$ cat src/rtl/param_proc_core.sv
// ---------------------------------------------------------------------------
// param_proc_core
//
// Multi-cycle register-file processor with a parametrised datapath. One
// instruction at a time is accepted through a start/busy/done handshake and
// executed over the T1..T3 states of a control FSM. All data movement goes
// through a single multiplexed internal bus.
//
// Parameters
//   WIDTH     datapath / register width in bits (>= 2)
//   NUM_REGS  number of general registers, power of two (>= 2)
//   SEL_W     register-select width, derived from NUM_REGS
//
// Ports
//   clk      rising-edge clock
//   rst      asynchronous active-high reset
//   start    instruction request, sampled only while idle
//   func     opcode: 000 LOAD, 001 MOVE, 010 ADD, 011 SUB, 100 XOR, else illegal
//   rx, ry   destination / first operand and second operand register selects
//   data_in  immediate value for LOAD
//   busy     high while an instruction is in progress
//   done     one-cycle completion pulse (registered)
//   err      qualifies done: 1 = illegal opcode
//   carry    ADD carry-out / SUB no-borrow / 0 after XOR
//   zero     last ALU result was zero
//   bus_out  current internal bus value (0 when nothing drives it)
//   rd_sel   debug read select
//   rd_data  combinational contents of R[rd_sel]
// ---------------------------------------------------------------------------
module param_proc_core #(
    parameter int WIDTH    = 3,
    parameter int NUM_REGS = 4,
    localparam int SEL_W   = $clog2(NUM_REGS)
) (
    input  logic             clk,
    input  logic             rst,
    input  logic             start,
    input  logic [2:0]       func,
    input  logic [SEL_W-1:0] rx,
    input  logic [SEL_W-1:0] ry,
    input  logic [WIDTH-1:0] data_in,
    output logic             busy,
    output logic             done,
    output logic             err,
    output logic             carry,
    output logic             zero,
    output logic [WIDTH-1:0] bus_out,
    input  logic [SEL_W-1:0] rd_sel,
    output logic [WIDTH-1:0] rd_data
);

    localparam logic [2:0] OP_LOAD = 3'b000;
    localparam logic [2:0] OP_MOVE = 3'b001;
    localparam logic [2:0] OP_ADD  = 3'b010;
    localparam logic [2:0] OP_SUB  = 3'b011;
    localparam logic [2:0] OP_XOR  = 3'b100;

    typedef enum logic [1:0] {
        IDLE = 2'd0,
        T1   = 2'd1,
        T2   = 2'd2,
        T3   = 2'd3
    } state_t;

    state_t             state_reg;

    // Instruction register, captured at the accepting edge.
    logic [2:0]         ir_func_reg;
    logic [SEL_W-1:0]   ir_rx_reg;
    logic [SEL_W-1:0]   ir_ry_reg;
    logic [WIDTH-1:0]   ir_data_reg;

    logic [WIDTH-1:0]   a_reg;
    logic [WIDTH-1:0]   g_reg;
    logic               carry_reg;
    logic               zero_reg;
    logic               done_reg;
    logic               err_reg;

    logic [WIDTH-1:0]   regs_reg [NUM_REGS];

    logic [WIDTH-1:0]   bus;
    logic               is_alu_op;
    logic               wr_en;
    logic [NUM_REGS-1:0] reg_we;

    logic [WIDTH:0]     alu_ext;
    logic [WIDTH-1:0]   alu_res;
    logic               alu_carry;

    assign is_alu_op = (ir_func_reg == OP_ADD) || (ir_func_reg == OP_SUB) ||
                       (ir_func_reg == OP_XOR);

    // ---------------------------------------------------------------------
    // Internal bus multiplexer: exactly one source per state, 0 otherwise.
    // ---------------------------------------------------------------------
    always_comb begin
        bus = '0;
        case (state_reg)
            T1: begin
                case (ir_func_reg)
                    OP_LOAD:                bus = ir_data_reg;
                    OP_MOVE:                bus = regs_reg[ir_ry_reg];
                    OP_ADD, OP_SUB, OP_XOR: bus = regs_reg[ir_rx_reg];
                    default:                bus = '0;
                endcase
            end
            T2:      bus = regs_reg[ir_ry_reg];
            T3:      bus = g_reg;
            default: bus = '0;
        endcase
    end

    // ---------------------------------------------------------------------
    // ALU: operand A from the A register, operand B from the bus (R[ry] in T2).
    // SUB is A + ~B + 1 so the extra bit is the no-borrow flag (A >= B).
    // ---------------------------------------------------------------------
    always_comb begin
        alu_ext = '0;
        case (ir_func_reg)
            OP_ADD:  alu_ext = {1'b0, a_reg} + {1'b0, bus};
            OP_SUB:  alu_ext = {1'b0, a_reg} + {1'b0, ~bus} + (WIDTH+1)'(1);
            default: alu_ext = {1'b0, a_reg ^ bus};
        endcase
    end

    assign alu_res   = alu_ext[WIDTH-1:0];
    assign alu_carry = alu_ext[WIDTH];

    // ---------------------------------------------------------------------
    // Register file: written from the bus in T1 (LOAD/MOVE) or T3 (ALU).
    // ---------------------------------------------------------------------
    assign wr_en = ((state_reg == T1) &&
                    ((ir_func_reg == OP_LOAD) || (ir_func_reg == OP_MOVE))) ||
                   (state_reg == T3);

    generate
        for (genvar gi = 0; gi < NUM_REGS; gi++) begin : g_we
            assign reg_we[gi] = wr_en && (ir_rx_reg == SEL_W'(gi));
        end
    endgenerate

    always_ff @(posedge clk or posedge rst) begin
        if (rst) begin
            for (int i = 0; i < NUM_REGS; i++) begin
                regs_reg[i] <= '0;
            end
        end else begin
            for (int i = 0; i < NUM_REGS; i++) begin
                if (reg_we[i]) begin
                    regs_reg[i] <= bus;
                end
            end
        end
    end

    // ---------------------------------------------------------------------
    // Control FSM with registered done/err and flag registers.
    // ---------------------------------------------------------------------
    always_ff @(posedge clk or posedge rst) begin
        if (rst) begin
            state_reg   <= IDLE;
            ir_func_reg <= '0;
            ir_rx_reg   <= '0;
            ir_ry_reg   <= '0;
            ir_data_reg <= '0;
            a_reg       <= '0;
            g_reg       <= '0;
            carry_reg   <= 1'b0;
            zero_reg    <= 1'b0;
            done_reg    <= 1'b0;
            err_reg     <= 1'b0;
        end else begin
            done_reg <= 1'b0;
            err_reg  <= 1'b0;
            case (state_reg)
                IDLE: begin
                    if (start) begin
                        ir_func_reg <= func;
                        ir_rx_reg   <= rx;
                        ir_ry_reg   <= ry;
                        ir_data_reg <= data_in;
                        state_reg   <= T1;
                    end
                end
                T1: begin
                    if (is_alu_op) begin
                        a_reg     <= bus;
                        state_reg <= T2;
                    end else begin
                        // LOAD/MOVE complete here; anything else is illegal.
                        done_reg  <= 1'b1;
                        err_reg   <= (ir_func_reg != OP_LOAD) &&
                                     (ir_func_reg != OP_MOVE);
                        state_reg <= IDLE;
                    end
                end
                T2: begin
                    g_reg     <= alu_res;
                    carry_reg <= (ir_func_reg == OP_XOR) ? 1'b0 : alu_carry;
                    zero_reg  <= (alu_res == '0);
                    state_reg <= T3;
                end
                T3: begin
                    done_reg  <= 1'b1;
                    state_reg <= IDLE;
                end
                default: state_reg <= IDLE;
            endcase
        end
    end

    assign busy    = (state_reg != IDLE);
    assign done    = done_reg;
    assign err     = err_reg;
    assign carry   = carry_reg;
    assign zero    = zero_reg;
    assign bus_out = bus;
    assign rd_data = regs_reg[rd_sel];

endmodule

$ cat config.mk
export PLATFORM = sky130hd
export DESIGN_NAME = param_proc_core
export DESIGN_NICKNAME = d
export VERILOG_FILES = /design/src/rtl/param_proc_core.sv
export SDC_FILE = /design/constraint.sdc
export NUM_CORES = 1
export LEC_CHECK = 0
export ABC_AREA = 1
export CAP_MARGIN = 15
export CORE_MARGIN = 3
export CORE_UTILIZATION = 55
export DETAILED_ROUTE_END_ITERATION = 16
export PLACE_DENSITY = 0.79
export SLEW_MARGIN = 30
export SYNTH_ARGS = -nofsm -noshare
export SYNTH_HDL_FRONTEND = slang
export SYNTH_SLANG_ARGS = --single-unit
$ cat constraint.sdc
create_clock -name clk -period 2.9 [get_ports clk]
set_input_delay 0.58 -clock clk [delete_from_list [all_inputs] [get_ports clk]]
set_output_delay 0.58 -clock clk [all_outputs]
set_load 0.005 [all_outputs]
==> impl_results.md, run 1 <==
* Multi-input logic area at 0.00104 mm²
* Ports at 26
* Layout filler cell count at 303
* Hold buffer count at cts at 0
* Ant. Diodes at 0
* P per Cell Area at 914 mW/mm²
* Critical path required time at 2320 ps
* Post-synth top area share at 41.9%
* Layer with the highest usage: met2
* Gr usage total at 24.1%
* CP top delay family: buffers and inverters
* First-pass GRT wire length at 8010 µm
* Peak VDD IR at 0.560 mV
* Final hold slack at 488 ps
* DR pass1 iterations at 4
* Async set or reset register ratio after synthesis at 100%
* Slew margin rel. at 71.4%
* Layout Skew at 5.05 ps
* CTS Buf Count at 5
* DRC violations left at 0
* Peak Freq at 379 MHz
* HP Start: carry$_DFFE_PP0P_
* Synth area leaders: dfrtp_1 42%, nand2_1 20%, nor2_1 5.9%, inv_1 5.2%, nand3_1 5.2%
* DRT iter0 DRCs at 130
* P&R area growth vs syn at 20.0%
* Post-synthesis mux area share at 1.67%
* Share of cells above drive strength 1 at 9.21%
* GPL Wtd Cong at 0.912
* Pin count of the biggest net entering global routing at 35
* Status: finished clean
* Crit path arrival time at 2060 ps
* Slew Limit Fails at 0
* Cell mode on critical path: nand2_1
* FF-to-FF End: g_reg[1]$_DFFE_PP0P_
* Avg WL per Cell at 12.7 µm
* Largest register FFs at 12
* IO Port Bufs at 25
* Reg area at 851 µm²
* GRT met3 Usage at 6.91%
* Synth Area in Adders at 5.68%
* Post-route ant nets at 0
* Final nets at 337
* Hold Path End: carry$_DFFE_PP0P_
* M1 GR Usage at 34.2%
* Cells after synthesis at 282
* Syn nets at 305
* Met2 GRT Util at 35.3%
* Cell Chain, Critical Path: inv_1 > nand2_1 > nor2_1 > nand2_1 > nand2_1 > nand2_1 > a21oi_2 > clkdlybuf4s50_1
* Row count at 21
* Post-synthesis compound-gate area fraction at 8.20%
* Root Driver: clkbuf_8
* Die W at 66.7 µm
* Min Tclk post-route at 2640 ps
* Fin crit share at 91.1%
* Dpl cells at 353
* RSZ-0062 raised after global routing: no
* Core footprint at 0.00344 mm²
* Post-synth EDFFs at 0
* Initial Utilization at 58.9%
* Via count at 1843
* Clock Latency Late Sink at 290 ps
* Combinational family with the most area after synthesis: simple AND/OR/NAND/NOR gates
* Vias in the first global route at 1727
* Hold Path Stages at 2
* CTS tree: done
* Initial antenna violation count at 0
* Synth warnings at 0
* Post-Synth XOR/XNOR Area at 0%
* Mean Syn Cell Area at 7.19 µm²
* Die height at 66.7 µm
* HP Class: reg -> reg
* Post-synthesis register bit count at 34
* Die Area at 0.00445 mm²
* Max Cap Viol at 0
* Final Util at 70.7%
* Worst-Margin Slew at 425 ps
* Mapped Area at 0.00203 mm²
* Via density at 5.11
* Final setup violation count at 0
* Leakage at 1.26 nW
* CP bufs+invs at 2
* Top-count cell post-synth: nand2_1
* H-tree depth at 2
* Commonest cells in the netlist: 106 x nand2_1, 34 x dfrtp_1, 32 x nor2_1
* Post-Synth Simple-Gate Area at 35.3%
* Post-Layout Cell Count at 361
* Critical path type: reg -> out
* Setup slack, reg-to-reg at 440 ps
* Unique masters post-synth at 24
* Clk sink count at 34
* Setup TNS at 0 ps
* Top_reg_cell synth: dfrtp_1
* Critical path startpoint category: register
* Worst R2R Start: ir_rx_reg[0]$_DFFE_PP0P_
* Clock Path Buffers at 2
* R2R depth at 14
* Total wire length at 4570 µm
* Synth area leader: dfrtp_1
* Max incr delay on CP at 560 ps
* Hold Vio Cnt, Final at 0
* Slowest library cell on the worst path: clkdlybuf4s50_1
* CP max FO at 5
* CP Capture Type: output pin
* Worst-path clk slew at 70 ps
* DP HPWL at 3570 µm
* Sequential area share after synthesis at 41.9%
* Remaining global-route overflow at 0
-- final cells by class --
class                           instances  share of cell area, %
Clock buffer                            7                   3.55
Tap cell                               46                   2.37
Multi-Input combinational cell        212                   42.7
Timing Repair Buffer                   27                   10.9
Sequential cell                        34                   35.0
Clock inverter                          1                  0.206
Inverter                               34                   5.35
-- placed cells by master (no fill, tap or decap), types with 2 or more instances in the layout --
cell type        count
inv_1               28
clkbuf_8             6
a21oi_1             10
nor2_4               2
o21ai_0             12
nor2_2               2
mux2_2               3
nand2_2              2
dfrtp_1             34
nand2_4              2
nor2_1              31
nor3_1               2
ha_1                 6
o22ai_1              5
fa_1                 2
clkdlybuf4s50_1     25
inv_2                5
buf_4                2
nand3_1             21
nand2_1            106
-- stage by stage --
| step | worst slack [ps] | cell area, µm² | total power, mW |
|---|---|---|---|
| floorplan | 575 | 2030 | 1.49 |
| global placement | 307 | 2340 | 1.84 |
| detailed placement | 304 | 2340 | 1.85 |
| CTS | 126 | 2430 | 2.22 |
| global route | 38.5 | 2430 | 2.42 |
| finish | 258 | 2430 | 2.22 |
-- timing repair --
item	4_1_cts	5_1_grt
gates resized for setup	0	2
buffers inserted	0	0
setup endpoints to repair	0	3
-- how the worst max path moves through the flow --
stage	start	endpoint	slack, ps	cells past startpoint
2_1_floorplan	ir_func_reg[1]$_DFFE_PP0P_	g_reg[1]$_DFFE_PP0P_	570	14
3_3_place_gp	rd_sel[0]	rd_data[2]	310	5
3_5_place_dp	rd_sel[0]	rd_data[0]	300	5
4_1_cts	ir_func_reg[1]$_DFFE_PP0P_	bus_out[0]	130	8
5_1_grt	ir_func_reg[1]$_DFFE_PP0P_	bus_out[0]	40	8
6_report	ir_func_reg[1]$_DFFE_PP0P_	bus_out[0]	260	8
-- kinds of logic after synthesis --
kind of cell | count (synthesis)
compound gates | 31
fa+ha+maj | 8
buf+inv | 36
flops | 34
mux | 3
simple gates | 170
-- per-layer routing --
layer	wire length, µm	vias to the layer above
met2	1950	52
met5	0	-
met1	2290	828
met3	250	7
li1	-	956
met4	76	0
-- worst register-to-register path, stage by stage (launching register included) --
cell and delay [ps]:
dfrtp_1 540, inv_4 110, nand3_1 80, nand2_1 50, nor2_1 120, nor2_1 60, nor2_2 150, a21oi_2 90
ha_1 210, inv_1 90, fa_1 410, inv_1 70, nor2_1 40, a211oi_1 220, o21ai_0 110
-- power breakdown --
group          switching [mW]  internal [mW]
clock                   0.165          0.191
combinational           0.591          0.397
sequential              0.217          0.664
total                   0.972           1.25
Power figures use the tool's default switching activity.
==> inputs of run 2 (changes only) <==
--- a/config.mk
+++ b/config.mk
@@ -6,7 +6,6 @@
 export NUM_CORES = 1
 export LEC_CHECK = 0
 export ABC_AREA = 1
-export CAP_MARGIN = 15
 export CORE_MARGIN = 3
 export CORE_UTILIZATION = 55
 export DETAILED_ROUTE_END_ITERATION = 16
==> results of run 2 <==
Final layout, timing and power as in run 1 (identical DEF).
